`src/rtl/irq_pkg.sv`:
```
// Shared constants for the interrupt controller: register offsets and claim ID encoding.
package irq_pkg;

  localparam int ID_W_DEF = 5;
  localparam int ID_NONE  = 0;

  localparam logic [4:0] OFF_MTIME_LO    = 5'h00;
  localparam logic [4:0] OFF_MTIME_HI    = 5'h04;
  localparam logic [4:0] OFF_MTIMECMP_LO = 5'h08;
  localparam logic [4:0] OFF_MTIMECMP_HI = 5'h0C;
  localparam logic [4:0] OFF_PENDING     = 5'h10;
  localparam logic [4:0] OFF_ENABLE      = 5'h14;
  localparam logic [4:0] OFF_CLAIM       = 5'h18;
  localparam logic [4:0] OFF_CTRL        = 5'h1C;

endpackage

```
`src/rtl/irq_sync_edge.sv`:
```
// Per-bit two-flop synchronizer followed by a rising-edge detector.
module irq_sync_edge #(
  parameter int W = 8
) (
  input  logic         clk,
  input  logic         rst_n,
  input  logic [W-1:0] din,
  output logic [W-1:0] pulse
);

  logic [W-1:0] meta;
  logic [W-1:0] sync;
  logic [W-1:0] prev;

  always_ff @(posedge clk) begin
    if (!rst_n) begin
      meta <= '0;
      sync <= '0;
      prev <= '0;
    end else begin
      meta <= din;
      sync <= meta;
      prev <= sync;
    end
  end

  assign pulse = sync & ~prev;

endmodule

```
`src/rtl/irq_ctrl.sv`:
```
// Machine timer plus external-line interrupt merger with claim/complete over a register port.
module irq_ctrl
  import irq_pkg::*;
#(
  parameter int N_SRC    = 8,
  parameter int PRESCALE = 1,
  parameter int ID_W     = ID_W_DEF
) (
  input  logic             clk,
  input  logic             rst_n,
  input  logic [N_SRC-1:0] irq_src,
  input  logic             bus_en,
  input  logic             bus_we,
  input  logic [4:0]       bus_addr,
  input  logic [31:0]      bus_wdata,
  output logic [31:0]      bus_rdata,
  output logic             e_inter,
  output logic             timer_irq
);

  localparam int PW = (PRESCALE > 1) ? $clog2(PRESCALE) : 1;

  logic [63:0]      mtime;
  logic [63:0]      mtimecmp;
  logic [63:0]      mtime_inc;
  logic [PW-1:0]    pre_cnt;
  logic             timer_en;
  logic             tick;
  logic [N_SRC-1:0] pending;
  logic [N_SRC-1:0] enable;
  logic [N_SRC-1:0] edge_pulse;
  logic [N_SRC-1:0] eligible;
  logic [N_SRC-1:0] claim_oh;
  logic [ID_W-1:0]  claim_id;
  logic [ID_W-1:0]  svc_id;
  logic             svc_any;
  logic [4:0]       word_addr;
  logic             rd;
  logic             wr;
  logic             claim_go;
  logic             complete_go;
  logic [31:0]      rd_val;
  logic             unused_addr_bits;

  irq_sync_edge #(.W(N_SRC)) u_sync_edge (
    .clk   (clk),
    .rst_n (rst_n),
    .din   (irq_src),
    .pulse (edge_pulse)
  );

  assign unused_addr_bits = ^bus_addr[1:0];
  assign word_addr = {bus_addr[4:2], 2'b00};
  assign rd        = bus_en & ~bus_we;
  assign wr        = bus_en & bus_we;
  assign tick      = timer_en && (pre_cnt == PW'(PRESCALE - 1));
  assign mtime_inc = mtime + 64'd1;
  assign svc_any   = (svc_id != ID_W'(ID_NONE));
  assign eligible  = pending & enable;

  // Descending scan so the lowest eligible index is the one left standing.
  always_comb begin
    claim_id = ID_W'(ID_NONE);
    claim_oh = '0;
    if (!svc_any) begin
      for (int k = N_SRC - 1; k >= 0; k--) begin
        if (eligible[k]) begin
          claim_id = ID_W'(k + 1);
          claim_oh = N_SRC'(1) << k;
        end
      end
    end
  end

  assign claim_go    = rd && (word_addr == OFF_CLAIM) && (claim_id != ID_W'(ID_NONE));
  assign complete_go = wr && (word_addr == OFF_CLAIM) && svc_any &&
                       (bus_wdata[ID_W-1:0] == svc_id);

  always_comb begin
    rd_val = '0;
    case (word_addr)
      OFF_MTIME_LO:    rd_val = mtime[31:0];
      OFF_MTIME_HI:    rd_val = mtime[63:32];
      OFF_MTIMECMP_LO: rd_val = mtimecmp[31:0];
      OFF_MTIMECMP_HI: rd_val = mtimecmp[63:32];
      OFF_PENDING:     rd_val = 32'(pending);
      OFF_ENABLE:      rd_val = 32'(enable);
      OFF_CLAIM:       rd_val = 32'(claim_id);
      OFF_CTRL:        rd_val = {31'd0, timer_en};
      default:         rd_val = '0;
    endcase
  end

  always_ff @(posedge clk) begin
    if (!rst_n) begin
      mtime     <= '0;
      mtimecmp  <= '1;
      pre_cnt   <= '0;
      timer_en  <= 1'b0;
      pending   <= '0;
      enable    <= '0;
      svc_id    <= ID_W'(ID_NONE);
      timer_irq <= 1'b0;
      e_inter   <= 1'b0;
      bus_rdata <= '0;
    end else begin
      if (timer_en) pre_cnt <= tick ? '0 : pre_cnt + PW'(1);

      // A bus write owns its half for the cycle; no carry crosses into the written half.
      if (wr && word_addr == OFF_MTIME_LO) begin
        mtime[31:0] <= bus_wdata;
      end else if (wr && word_addr == OFF_MTIME_HI) begin
        mtime[63:32] <= bus_wdata;
        if (tick) mtime[31:0] <= mtime_inc[31:0];
      end else if (tick) begin
        mtime <= mtime_inc;
      end

      if (wr && word_addr == OFF_MTIMECMP_LO) mtimecmp[31:0]  <= bus_wdata;
      if (wr && word_addr == OFF_MTIMECMP_HI) mtimecmp[63:32] <= bus_wdata;
      if (wr && word_addr == OFF_ENABLE)      enable          <= bus_wdata[N_SRC-1:0];
      if (wr && word_addr == OFF_CTRL)        timer_en        <= bus_wdata[0];

      pending <= (pending & ~(claim_go ? claim_oh : '0)) | edge_pulse;

      if (claim_go)         svc_id <= claim_id;
      else if (complete_go) svc_id <= ID_W'(ID_NONE);

      timer_irq <= (mtime >= mtimecmp);
      e_inter   <= (timer_irq & timer_en) | ((|eligible) & ~svc_any);

      if (rd) bus_rdata <= rd_val;
    end
  end

endmodule

```
`config.mk`:
```
export PLATFORM = sky130hd
export DESIGN_NAME = irq_ctrl
export DESIGN_NICKNAME = d
export VERILOG_FILES = /design/src/rtl/irq_pkg.sv /design/src/rtl/irq_sync_edge.sv /design/src/rtl/irq_ctrl.sv
export SDC_FILE = /design/constraint.sdc
export NUM_CORES = 1
export LEC_CHECK = 0
export CORE_ASPECT_RATIO = 0.7
export CORE_MARGIN = 5
export CORE_UTILIZATION = 50
export CTS_CLUSTER_SIZE = 28
export DETAILED_ROUTE_END_ITERATION = 8
export PLACE_DENSITY = 0.68
export SYNTH_ARGS = -nofsm -noshare
export SYNTH_HDL_FRONTEND = slang
export SYNTH_HIERARCHICAL = 1
export SYNTH_SLANG_ARGS = --single-unit
```
`constraint.sdc`:
```
create_clock -name clk -period 3.5 [get_ports clk]
set_input_delay 0.35 -clock clk [delete_from_list [all_inputs] [get_ports clk]]
set_output_delay 0.35 -clock clk [all_outputs]
set_load 0.02 [all_outputs]
```
### Word level (Yosys, flattened, before mapping)

Index checks and enable logic that the tools add are counted.
W data, S select, Z words.

* add/sub/neg operators: 2
* order comparisons: 1
* eq/ne operators: 8
* multiplexer cells: 27
* bitwise operators: 15
* reduce and logical (&&, ||, !) cells: 20

Operators with widths (count)
* $pmux W32 S8: 1
* $mux W64: 2
* $mux W8: 10
* $add A64 B1 Y64 const B: 1
* $ge A64 B64 Y1: 1
* $mux W32: 2
* $mux W5: 10
* $and A8 B8 Y8: 3
* $not A8 Y8: 2
* $eq A3 B3 Y1 const B: 4
* $logic_and A1 B1 Y1: 12
* $reduce_bool A5 Y1: 2
* $or A8 B8 Y8: 1
* $reduce_or A8 Y1: 1
* $eq A3 B2 Y1 const B: 2
* $reduce_bool A2 Y1: 3
* $eq A5 B5 Y1: 1
* $logic_not A5 Y1: 1
* $and A1 B1 Y1: 4
* $mux W4: 1
* $not A1 Y1: 4
* $eq A3 B1 Y1 const B: 1
* $reduce_and A2 Y1: 1
* $add A1 B1 Y1 const B: 1
* 2 further kinds: 2

* flip-flop bits (word level): 209
* input port bits: 49
* output and inout port bits: 34
* logic and storage cells: 88

### Logic depth before layout (Yosys ltp)

Gate-level depths: netlist of run 1.

* depth after elaboration: 16
* mapped depth: 9
* gate-level depth less buffers: 8

### Hierarchy

Netlist of run 1, hierarchy kept.

Modules (own cells, without submodules)
* irq_ctrl: times used 1, cells an instance 1273, area an instance 10398.7 µm², sequential area each 3683.5 µm²
* irq_sync_edge: times used 1, cells an instance 58, area an instance 714.4 µm², sequential area each 480.5 µm²

### Worst setup path before layout of run 1

No wires, ideal clock.

* path kind: reg2reg
* start: reg mtime[9]
* end: reg timer_irq
* library setup time: 0.128 ns
* arrival time: 2.005 ns
* required time: 3.372 ns
* slack: 1.367 ns
* stages on the path, launching flop included: 8
* path buffers: 0
* period minus slack after synthesis: 2.133 ns
* cell sequence: dfxtp_1 ha_1 a21o_1 nand3_1 a21oi_1 or4b_2 a2111oi_0 nor2_1

* cells in the longest elaborated chain, start to end: 1

RTL lines
* start: declaration: RTL line irq_ctrl.sv:23 `logic [63:0] mtime;`
* start signal: assignment: RTL line irq_ctrl.sv:111 `mtime[31:0] <= bus_wdata;`
* start signal: assignment: RTL line irq_ctrl.sv:114 `if (tick) mtime[31:0] <= mtime_inc[31:0];`
* start signal: assignment: RTL line irq_ctrl.sv:116 `mtime <= mtime_inc;`
* $ge A64 B64 Y1: RTL line irq_ctrl.sv:129 `timer_irq <= (mtime >= mtimecmp);`
* end signal: assignment: RTL line irq_ctrl.sv:129
* end: declaration: RTL line irq_ctrl.sv:18 `output logic timer_irq`

No other way between the ends.
A chain may end at the register's enable or synchronous reset.

### Final worst setup path of run 1

* start: reg mtime[1]
* end: reg mtime[62]

* cells in the longest elaborated chain, start to end: 3

RTL lines
* $add A64 B1 Y64: RTL line irq_ctrl.sv:57 `assign mtime_inc = mtime + 64'd1;`
* $mux W64: RTL line irq_ctrl.sv:115 `end else if (tick) begin`
* $mux W64: RTL line irq_ctrl.sv:112 `end else if (wr && word_addr == OFF_MTIME_HI) begin`

No other way between the ends. The select of a mux whose other input is x is not followed.

==> results of run 1 <==
==> state kept, by name (all words and copies together) (netlist names), 4 cells and up <==
register and flops:
enable 8, u_sync_edge/sync 8, mtimecmp 64, mtime 64, svc_id 4, bus_rdata 32, u_sync_edge/meta 8, u_sync_edge/prev 8
pending 8
==> kinds of logic (layout without fill, tap and decap cells) <==
group           Yosys count  count (layout)  share of synthesized area
buf+inv                 158             223                    0.05528
flops                   208             208                     0.3747
simple gates            455             455                     0.2045
fa+ha+maj                65              65                    0.07318
compound gates          335             335                     0.1903
xor+xnor                 66              66                    0.05201
mux                      44              44                    0.05010
==> routing by layer <==
metal,up-vias,global-route usage
met5,-,0
met4,0,0.06683
met3,66,0.05168
met2,419,0.3720
met1,4750,0.4012
li1,4855,-
==> final timing paths <==
path | from | endpoint | cells past startpoint
setup / recovery | mtime[1] | mtime[62] | 7
hold / removal | irq_src[4] | u_sync_edge/meta[4] | 2
setup reg to reg | mtime[1] | mtime[62] | 7
hold reg to reg | u_sync_edge/meta[5] | u_sync_edge/sync[5] | 1
==> power by group through the flow <==
stage	Sequential, mW	Combinational, mW	Clock, mW
final	2.50	0.498	2.38
after global routing	2.51	0.541	2.53
after CTS	2.50	0.494	2.42
after detailed placement	2.55	0.492	0
after global placement	2.55	0.485	0
after floorplan	2.56	0.254	0
==> area by class of cell <==
class                   count  area (um^2)  area share
multi-input cells         965         6365      0.4931
flip-flops and latches    208         4164      0.3226
repair buffers            104        993.5     0.07697
clock buffers              32        649.4     0.05031
well taps                 282        352.8     0.02734
inverters                  82        307.8     0.02385
clock inverters             5        75.07    0.005816
==> worst max-delay path, stage by stage (launching register included) <==
cell	delay (ns)
dfxtp_1	0.47
ha_1	0.22
nand3b_1	0.33
nor4_2	0.44
nand4_2	0.38
nor4_1	0.46
xnor2_1	0.16
o22ai_1	0.09
==> per-stage QoR <==
step	util	setup WS (ns)
after floorplan	-	1.367
after global routing	0.5924	0.6552
final	0.5924	0.8202
after detailed placement	0.5591	0.6802
after CTS	0.5924	0.8797
after global placement	0.5591	0.6764
==> cell usage after synthesis (5+ instances only) <==
cell type,instances
and4_1,8
and2_2,9
xnor2_1,36
a221oi_1,7
nand2_1,147
inv_1,81
a21oi_1,89
mux2i_1,32
o211ai_1,82
nand3_1,25
mux4_2,9
nor2_1,121
a211oi_1,38
nor2b_1,15
and3_1,15
nor4_1,8
a22oi_1,12
o21ai_0,78
buf_2,5
and2_1,20
nor3_1,25
clkbuf_1,65
ha_1,65
dfxtp_1,208
xor2_1,30
nand4_1,31
a31oi_1,5
==> metrics, run 1 <==
Mapped Nets 1445; WL final between 30 and 40 mm; overall die height 134.7 um; total global-route track usage 0.2611; ANT cells 0; Post-Syn Area ~0.011 mm^2; # DRC 0; min cycle time layout 2.680 ns; Cell variety after synth 62; Post-CTS Setup Bufs 0; drt pass-1 iters 5; Post-Syn Instances 1331; M1 WL 16.22 mm; post-synthesis sequential area ratio 0.3747; Max clock buf depth 3; clock network fraction of total power 0.443; first-pass GRT wire length 53.63 mm; Startpoint Class flop; HP Class input port to flop; Num CTS Buffers 22; RSZ-0062 raised after global routing false; Placer Congestion 0.9201; ratio of cells with drive above 1 in the final layout 0.07378; gr ovfl total 0; dpl hpwl about 24 mm; routed wl met3 3.062 mm; post-DR vias/cell 6.013; NetSw 1.311 mW; Row Count 45; average size of a mapped cell 8.349 um^2; crit share post-route 0.7657; commonest non-fill, non-tap cell in the layout dfxtp_1; placed inst area 0.01218 mm^2; I/O Pins 83; kind of critical path flop to flop; Die W 188.2 um; worst clock skew 0.02005 ns; largest net degree at the start of global routing 88; setup violators final 0; Post-CTS Hold Buffers 0; critical path fanouts, max 9; number of flops mapped to enable cells by yosys 0; initial antenna violation count 0; fill cell total of the finished layout 1950; clock sink count ~210; die area 0.02536 mm^2; internal power 4.068 mW; Nets 1497; Slew Limit Headroom 0.3593; Power Dens Cells 416.7 mW/mm^2; setup TNS 0 ns; CP required roughly 3.9 ns; number of global-route vias before repair roughly 9500; 1st-iter DRT viols 906; CTS resizes 0; yosys warns 6; most area-consuming cells after synthesis dfxtp_1 37%, ha_1 7.3%, o211ai_1 5.5%; max layer used met4; maxcap violations 0; ys async rst share 0; initial core utilization 0.5100; Least-Margin Pin Slew 0.9610 ns; Final Cell Area 0.01291 mm^2; r2r setup slk roughly 0.82 ns; Syn-to-layout area delta 16.15%; Final Hold Fails 0; Routed Antenna Nets 0; TritonCTS clock tree built; Via Count between 10000 and 15000; CTS root buf clkbuf_16; ys flop type dfxtp_1; placed cell count 1641; Seq pwr share 0.464; met2 wire length 13.39 mm; Sw Share 0.2437; Final Max Tran Viols 0; H-tree Lvls 1; core area 0.02179 mm^2; Synth area leader dfxtp_1; Final Instance Count excl. Fillers between 1500 and 2000; drt wl/cell 19.99 um; clock latency on the worst-skew pair roughly 0.52 ns; Gate power share 0.093; Crit. End Element flop; total power 5.379 mW; Yosys top cell area share 0.3747; most frequent cells in the layout 208 x dfxtp_1, 145 x nand2_1, 119 x nor2_1, 89 x a21oi_1, 82 x o211ai_1; number of synthesized register bits 208; CP arrival 3.07 ns; peak supply drop approximately 0.37 mV; leak pwr 5.339 nW; Reg clk slew, reported paths approximately 0.060 ns; status completed; PortBufs 80; Hold Slack between 0.3 and 0.4 ns; fmax 0.3732 GHz
No activity file was read; power rests on OpenSTA's default activity.
==> run 2: changes to the inputs <==
==> constraint.sdc (replaced) <==
create_clock -name clk -period 2.5 [get_ports clk]
set_input_delay 0.25 -clock clk [delete_from_list [all_inputs] [get_ports clk]]
set_output_delay 0.25 -clock clk [all_outputs]
set_load 0.02 [all_outputs]
==> run 2 against run 1 <==
  * Critical path depth unchanged
  * Setup slack worse by 0.69 ns
  * Cell count up 4.2%
  * Clock power up 33%
  * Die area unchanged
  * Sequential share of layout area down 1.3 points
  * Critical path type unchanged
  * Clock-buffer cell count up 2
  * Largest cell class unchanged
  * Non-clock buffer count up 72
  * Core utilization up 2.5 points
  * Final area up 4.3%
==> metrics, run 2 (synthesis results as in run 1) <==
status completed (unchanged); Final Hold Fails 0 (unchanged); r2r setup slk 0.13 ns (was 0.82 ns); TritonCTS clock tree built (unchanged); drt pass-1 iters 5 (unchanged); Reg clk slew, reported paths 0.07 ns (was 0.06 ns); Worst R2R End timer_irq (was mtime[62]); Hold Slack 0.2258 ns (was 0.3892 ns); Nets 1568 (was 1497); final core occ 0.6178 (was 0.5924); dpl hpwl 25.12 mm (was 23.57 mm); crit share post-route 0.9492 (was 0.7657); PortBufs 80 (unchanged); gr ovfl total 0 (unchanged); setup violators final 0 (unchanged); footprint of the multi-input gates 0.006371 mm^2 (was 0.006365 mm^2); fill cell total of the finished layout 1964 (was 1950); Via Count 10397 (was 10090); Num CTS Buffers 21 (was 22); most frequent cells in the layout 208 x dfxtp_1, 145 x nand2_1, 119 x nor2_1, 90 x buf_4, 89 x a21oi_1 (was 208 x dfxtp_1, 145 x nand2_1, 119 x nor2_1, 89 x a21oi_1, 82 x o211ai_1); Routed Antenna Nets 0 (unchanged); drt wl/cell 19.92 um (was 19.99 um); setup TNS 0 ns (unchanged); ratio of cells with drive above 1 in the final layout 0.1179 (was 0.07378); hold path startpoint rst_n (was irq_src[4]); post-DR vias/cell 5.945 (was 6.013); fmax 0.4214 GHz (was 0.3732 GHz); Row Count 45 (unchanged); Hold Crit Depth 2 (unchanged); RSZ-0062 raised after global routing false (unchanged); end of the worst hold path mtimecmp[32] (was u_sync_edge/meta[4]); kind of critical path flop to flop (unchanged); peak supply drop 0.5169 mV (was 0.3746 mV); CP required 2.89 ns (was 3.89 ns); worst clock skew 0.01397 ns (was 0.02005 ns); Placer Congestion 0.9069 (was 0.9201); Power Dens Cells 549.8 mW/mm^2 (was 416.7 mW/mm^2); CTS root buf clkbuf_16 (unchanged); number of global-route vias before repair 9717 (was 9512); critical path fanouts, max 6 (was 9); Startpoint Class flop (unchanged); Die W 188.2 um (unchanged); initial antenna violation count 0 (unchanged); clock latency on the worst-skew pair 0.51 ns (was 0.52 ns); FF/Latch Area 0.004164 mm^2 (unchanged); I/O Pins 83 (unchanged); Post-CTS Setup Bufs 0 (unchanged); core area 0.02179 mm^2 (unchanged); Syn-to-layout area delta 21.13% (was 16.15%); initial core utilization 0.5100 (unchanged); Final Max Tran Viols 0 (unchanged); largest net degree at the start of global routing 85 (was 88); min cycle time layout 2.373 ns (was 2.680 ns); overall die height 134.7 um (unchanged); HP Class input port to flop (unchanged); total global-route track usage 0.2678 (was 0.2611); maxcap violations 0 (unchanged); 1st-iter DRT viols 1101 (was 906); # DRC 0 (unchanged); first-pass GRT wire length 55.09 mm (was 53.63 mm); worst r2r src mtime[12] (was mtime[1]); Slew Limit Headroom 0.4431 (was 0.3593); Crit. End Element flop (unchanged); Max clock buf depth 3 (unchanged); registers with the most flip-flops mtime: 64 flops, mtimecmp: 64 flops, bus_rdata: 32 flops (unchanged); leak pwr 5.696 nW (was 5.339 nW); Post-CTS Hold Buffers 0 (unchanged); Least-Margin Pin Slew 0.8248 ns (was 0.9610 ns); CP arrival 2.76 ns (was 3.07 ns); die area 0.02536 mm^2 (unchanged); worst reg2reg path depth 7 (unchanged); clock sink count 208 (unchanged); H-tree Lvls 1 (unchanged); commonest non-fill, non-tap cell in the layout dfxtp_1 (unchanged); ANT cells 0 (unchanged); WL final 34.84 mm (was 33.55 mm)
[run 2: how the worst max path moves through the flow]
stage	from	to	slack, ns
6_report	mtime[12]	timer_irq	0.13
3_5_place_dp	mtime[0]	timer_irq	0.07
4_1_cts	mtime[0]	timer_irq	0.06
5_1_grt	mtime[12]	timer_irq	0.01
3_3_place_gp	mtime[0]	timer_irq	0.08
2_1_floorplan	mtime[9]	timer_irq	0.37
[run 2: power breakdown]
group          switching [mW]  total, mW  internal (mW)
sequential             0.0679       3.48           3.41
combinational           0.434      0.754          0.320
clock                    1.34       3.17           1.83
[run 2: timing repair]
item                                   in CTS  in global routing
setup endpoints to repair                   0                  1
endpoints found under the hold margin       0                  0
gates resized for setup                     0                  3
[run 2: layer usage]
metal	part of all wire	track usage	wire, um
met1	0.49	0.4218	17070
met2	0.40	0.3830	14100
met3	0.083	0.04031	2888
met4	0.022	0.05786	778
met5	0	0	0
[run 2: through the flow]
| step | total power, mW | cells | worst slack [ns] | cell area, um^2 |
|---|---|---|---|---|
| floorplan | 3.935 | 1331 | 0.3673 | 11110 |
| global placement | 4.284 | 1713 | 0.08340 | 12790 |
| detailed placement | 4.296 | 1713 | 0.07417 | 12790 |
| CTS | 7.434 | 1749 | 0.05824 | 13460 |
| global route | 7.653 | 1749 | 0.01282 | 13460 |
| finish | 7.401 | 1749 | 0.1271 | 13460 |
[run 2: area by class of cell]
| class | instances | area share |
|---|---|---|
| clock buffers | 34 | 0.04712 |
| inverters | 82 | 0.02286 |
| flip-flops and latches | 208 | 0.3093 |
| clock inverters | 2 | 0.002602 |
| repair buffers | 176 | 0.1186 |
| well taps | 282 | 0.02621 |
| multi-input cells | 965 | 0.4733 |
[run 2: worst max-delay path, cell delays in order, from the launching register on]
cell	delay [ns]
dfxtp_1	0.43
ha_1	0.26
nand4_1	0.14
or3_1	0.20
a221oi_1	0.12
or4b_2	0.71
a2111oi_2	0.32
nor2_1	0.07
